$ cat src/rtl/parking_ticket_arbiter.sv
// Shares one ticket printer among NUM_LANES pay stations: per-lane pending
// counters, round-robin grant, and an IDLE/ISSUE/PRINT job sequencer.
module parking_ticket_arbiter #(
    parameter int NUM_LANES    = 4,
    parameter int PRINT_CYCLES = 8,
    parameter int MAX_PENDING  = 3
) (
    input  logic                         clk,
    input  logic                         reset_n,
    input  logic [NUM_LANES-1:0]         ticket_req,
    input  logic                         printer_ready,
    output logic                         print_start,
    output logic [$clog2(NUM_LANES)-1:0] print_lane,
    output logic                         print_busy,
    output logic [NUM_LANES-1:0]         lane_full,
    output logic [NUM_LANES-1:0]         drop_pulse,
    output logic [15:0]                  tickets_issued
);
    localparam int LW = $clog2(NUM_LANES);
    localparam int CW = $clog2(MAX_PENDING + 1);
    localparam int DW = $clog2(PRINT_CYCLES);
    localparam logic [CW-1:0] CNT_MAX   = CW'(MAX_PENDING);
    localparam logic [DW-1:0] DOWN_LOAD = DW'(PRINT_CYCLES - 1);
    localparam logic [LW-1:0] LAST_LANE = LW'(NUM_LANES - 1);

    typedef enum logic [1:0] {IDLE, ISSUE, PRINT} state_t;

    state_t               state, state_nxt;
    logic [DW-1:0]        down_cnt;
    logic [LW-1:0]        last_grant, grant_lane;
    logic [LW:0]          arb_sum;
    logic                 grant_found, grant;
    logic [NUM_LANES-1:0] grant_vec, drop_nxt, full_nxt;
    logic [CW-1:0]        pending     [NUM_LANES];
    logic [CW-1:0]        pending_nxt [NUM_LANES];

    // Round-robin search starting one past the last granted lane.
    // NOTE: every combinational output gets a default first so no path leaves it unassigned (no latch).
    always_comb begin
        grant_found = 1'b0;
        grant_lane  = '0;
        arb_sum     = '0;
        for (int k = 1; k <= NUM_LANES; k++) begin
            arb_sum = {1'b0, last_grant} + (LW + 1)'(k);
            if (arb_sum >= (LW + 1)'(NUM_LANES))
                arb_sum = arb_sum - (LW + 1)'(NUM_LANES);
            if (!grant_found && pending[arb_sum[LW-1:0]] != '0) begin
                grant_found = 1'b1;
                grant_lane  = arb_sum[LW-1:0];
            end
        end
        grant     = (state == IDLE) && printer_ready && grant_found;
        grant_vec = grant ? (NUM_LANES'(1) << grant_lane) : '0;
    end

    // A same-cycle request and grant cancel; a request at saturation is dropped.
    always_comb begin
        for (int i = 0; i < NUM_LANES; i++) begin
            pending_nxt[i] = pending[i];
            drop_nxt[i]    = 1'b0;
            if (ticket_req[i] && !grant_vec[i]) begin
                if (pending[i] == CNT_MAX)
                    drop_nxt[i] = 1'b1;
                else
                    pending_nxt[i] = pending[i] + CW'(1);
            end else if (grant_vec[i] && !ticket_req[i]) begin
                pending_nxt[i] = pending[i] - CW'(1);
            end
            full_nxt[i] = (pending_nxt[i] == CNT_MAX);
        end
    end

    // NOTE: pending counts are a handful of flops, so they are reset like any other state.
    always_ff @(posedge clk or negedge reset_n) begin
        if (!reset_n) begin
            for (int i = 0; i < NUM_LANES; i++) pending[i] <= '0;
            lane_full  <= '0;
            drop_pulse <= '0;
        end else begin
            // NOTE: sequential state uses non-blocking assignments so all flops update together.
            for (int i = 0; i < NUM_LANES; i++) pending[i] <= pending_nxt[i];
            lane_full  <= full_nxt;
            drop_pulse <= drop_nxt;
        end
    end

    always_comb begin
        state_nxt   = state;
        print_start = 1'b0;
        print_busy  = 1'b0;
        case (state)
            IDLE: begin
                if (grant) state_nxt = ISSUE;
            end
            ISSUE: begin
                print_start = 1'b1;
                print_busy  = 1'b1;
                state_nxt   = PRINT;
            end
            PRINT: begin
                print_busy = 1'b1;
                if (down_cnt == DW'(1)) state_nxt = IDLE;
            end
            default: state_nxt = IDLE;
        endcase
    end

    // ISSUE plus PRINT_CYCLES-1 PRINT cycles give the full busy window.
    always_ff @(posedge clk or negedge reset_n) begin
        if (!reset_n) begin
            state          <= IDLE;
            down_cnt       <= '0;
            print_lane     <= '0;
            last_grant     <= LAST_LANE;
            tickets_issued <= '0;
        end else begin
            state <= state_nxt;
            if (grant) begin
                print_lane <= grant_lane;
                last_grant <= grant_lane;
            end
            if (state == ISSUE) begin
                down_cnt       <= DOWN_LOAD;
                tickets_issued <= tickets_issued + 16'd1;
            end else if (state == PRINT) begin
                down_cnt <= down_cnt - DW'(1);
            end
        end
    end

endmodule

$ cat config.mk
export PLATFORM = sky130hd
export DESIGN_NAME = parking_ticket_arbiter
export DESIGN_NICKNAME = d
export VERILOG_FILES = /design/src/rtl/parking_ticket_arbiter.sv
export SDC_FILE = /design/constraint.sdc
export NUM_CORES = 1
export LEC_CHECK = 0
export CAP_MARGIN = 40
export CORE_MARGIN = 2
export CORE_UTILIZATION = 45
export DETAILED_ROUTE_END_ITERATION = 12
export GPL_TIMING_DRIVEN = 1
export PLACE_DENSITY = 0.73
export SYNTH_ARGS = -nofsm -noshare
export SYNTH_HDL_FRONTEND = slang
export SYNTH_SLANG_ARGS = --single-unit
$ cat constraint.sdc
create_clock -name clk -period 5.9 [get_ports clk]
set_input_delay 0.59 -clock clk [delete_from_list [all_inputs] [get_ports clk]]
set_output_delay 0.59 -clock clk [all_outputs]
set_load 0.01 [all_outputs]
==> results.yml <==
logic_synthesis:
  ys_seq_elements: 41
  synth_top_cell_by_area: "dfrtp_1"
  synth_most_common_cell: "dfrtp_1"
  synth_top_area_share_pct: 41.4
  synth_nets: 266
  avgSynthCellArea_sq_um: 9.82
  synth-main-ff-cell: "dfrtp_1"
  syn_area_sq_um: 2360
  async_flop_share_pct: 100
  netlist_top_cells_count: "39 x dfrtp_1, 26 x nand2_1, 25 x nor2_1, 19 x ha_1, 18 x inv_1"
  synth_area_leaders: "dfrtp_1 41%, ha_1 10%, nand2_1 4.1%, xnor2_1 4.1%, nor2_1 4.0%"
  synth_edf_count: 0
  seq_area_frac_synth_pct: 43.7
  yosysUniqueCellTypes: 48
  syn_inst: 240
  yosys_warnings: 0
global_route:
  grt_pass1_wl_mm: 7.56
  grt.overflow.total: 0
  antenna_found_initial: 0
  track_usage_pct: 15.9
  grt_max_degree: 34
  grt_pass1_vias: 1663
routing:
  dr.pass1.iters: 4
  avgRoutedWirePerCell_microns: 12.6
  drc: 0
  num_vias: 1789
  ant_nets: 0
  drt_iter0_drc: 65
  post_drt_via_cell_ratio: 5.17
  drt-total-wl_mm: 4.36
cts:
  numCtsBuffers: 5
  cts-hold-fix-buffers: 0
  postCtsSetupBuffers: 0
  clock_latency_ns: 0.30
  clockBufferDepth: 2
  cts_root_buf: "clkbuf_8"
  cts.htree.levels: 2
  cts_resized: 0
  cts_tree: "yes"
  clk_pin_slew_ns: 0.07
  cts_sinks: 41
power:
  pwr_density_cell_nw_per_um2: 467
  p_leak_nw: 1.29
  vdd.ir_drop.worst_v: 0.000192
sta:
  rsz0062_at_grt: "no"
  max_freq_mhz: 358
  finalHoldViolCount: 0
  tns_ns: 0
  fin_crit_sh_pct: 47.4
  slew_headroom_pct: 38.7
  min_period_ns: 2.80
  setup_slack_ns: 3.10
  skew_ns: 0.00973
  worstMarginPinSlew_ns: 0.917
  final-setup-viol-count: 0
  slew_violations: 0
setup_path:
  crit_fanout: 13
  r2r_cells: 6
  cp_data_required_time_ns: 6.09
  ff2ff_setup_slack_ns: 3.10
  endpoint: "lane_full[2]"
  cp.arrival_ns: 2.98
  r2r-end: "lane_full[2]"
  critPathLaunch: "pending[0]"
  setup.worst_path.start_class: "register"
  end_kind: "register"
  crit_type: "register to register"
  r2r-start: "pending[0]"
die:
  core_region_area_sq_um: 5070
  dieArea_sq_um: 5830
  initial_utilization_pct: 46.4
  io_pins: 35
  fp.dieW_microns: 76.4
  die_h_microns: 76.4
  row_count: 26
placed_design:
  dpl_worst_slack_ns: 3.16
  dpl.cell_count: 339
  finalWeightedCongestion: 0.831
  port_buffers: 34
  post-dp-hpwl_mm: 3.25
finish:
  final_cells: 346
  syn_to_final_growth_pct: 22.0
  finalNetCount: 302
  utilization_pct: 56.7
  drive_gt1_share_pct: 10.1
  antenna_cells: 0
worst_hold_path:
  min_path_type: "primary input to async pin"
job:
  cap_violations: 0
run_status:
  status: "finished clean"
registers in the layout, indices dropped and copies added, names as in the netlist:
register / cells
lane_full: 4
down_cnt: 3
last_grant: 2
state: 2
pending: 8
drop_pulse: 4
print_lane: 2
tickets_issued: 16
routing by layer:
layer	track usage (%)	part of all wire, %	vias up
met5	0	0	-
met4	4.91	1.2	0
met3	4.50	5.1	6
met2	25.8	46	49
met1	20.6	48	834
li1	-	-	900
kinds of logic after synthesis:
kind of cell / Yosys count / synth area share (%)
simple gates: 90 / 18.8
mux: 1 / 0.478
fa+ha+maj: 19 / 10.1
flops: 41 / 43.7
compound gates: 47 / 16.2
buf+inv: 24 / 4.04
xor+xnor: 18 / 6.69
cell usage in the layout, fill, tap and decap left out, types with 4 or more instances in the layout:
cell / n
xnor2_1: 11
clkdlybuf4s50_1: 33
dfrtp_1: 39
nand4_1: 4
or2_2: 6
a21oi_1: 4
nand2_1: 26
clkbuf_8: 5
a211oi_1: 4
xor2_1: 7
nand2b_1: 5
ha_1: 19
nor2_1: 25
o21ai_0: 7
and3_1: 6
nand3_1: 5
inv_1: 18
metrics by stage:
stage	hold WS, ns	area [sq um]	power (W)
3_3_place_gp	0.455	2750	0.00111
4_1_cts	0.139	2880	0.00135
6_report	0.142	2880	0.00134
5_1_grt	0.139	2880	0.00145
3_5_place_dp	0.461	2770	0.00113
2_1_floorplan	0.294	2360	0.000904
layout make-up:
class                   instances  area (sq um)
well taps                      70          87.6
flip-flops and latches         41          1030
fillers                       468          2200
clock buffers                   5          68.8
inverters                      18          67.6
multi-input cells             175          1230
repair buffers                 35           355
clock inverters                 2          35.0
power breakdown:
group	internal, W	switching [W]	total (W)	leakage [nW]
Sequential	0.000386	0.000101	0.000486	0.499
Combinational	0.000307	0.000330	0.000637	0.739
Clock	0.000123	0.0000952	0.000218	0.0540
worst max-delay path: stages (launching register included):
cell and delay, ns:
dfrtp_1 0.46, or2_2 0.35, a22o_1 0.27, a211oi_2 0.79
nand2_1 0.24, xor2_1 0.23, a2111oi_2 0.36
how the worst min path moves through the flow:
| stage | endpoint | slack, ns | depth (start not counted) | start |
|---|---|---|---|---|
| after floorplan | down_cnt[0] | 0.29 | 0 | reset_n |
| final | tickets_issued[10] | 0.14 | 1 | reset_n |
| after detailed placement | tickets_issued[14] | 0.46 | 1 | reset_n |
| after global routing | tickets_issued[14] | 0.14 | 1 | reset_n |
| after global placement | tickets_issued[15] | 0.46 | 1 | tickets_issued[15] |
| after CTS | tickets_issued[10] | 0.14 | 1 | reset_n |
(Power assumes the default switching activity.)
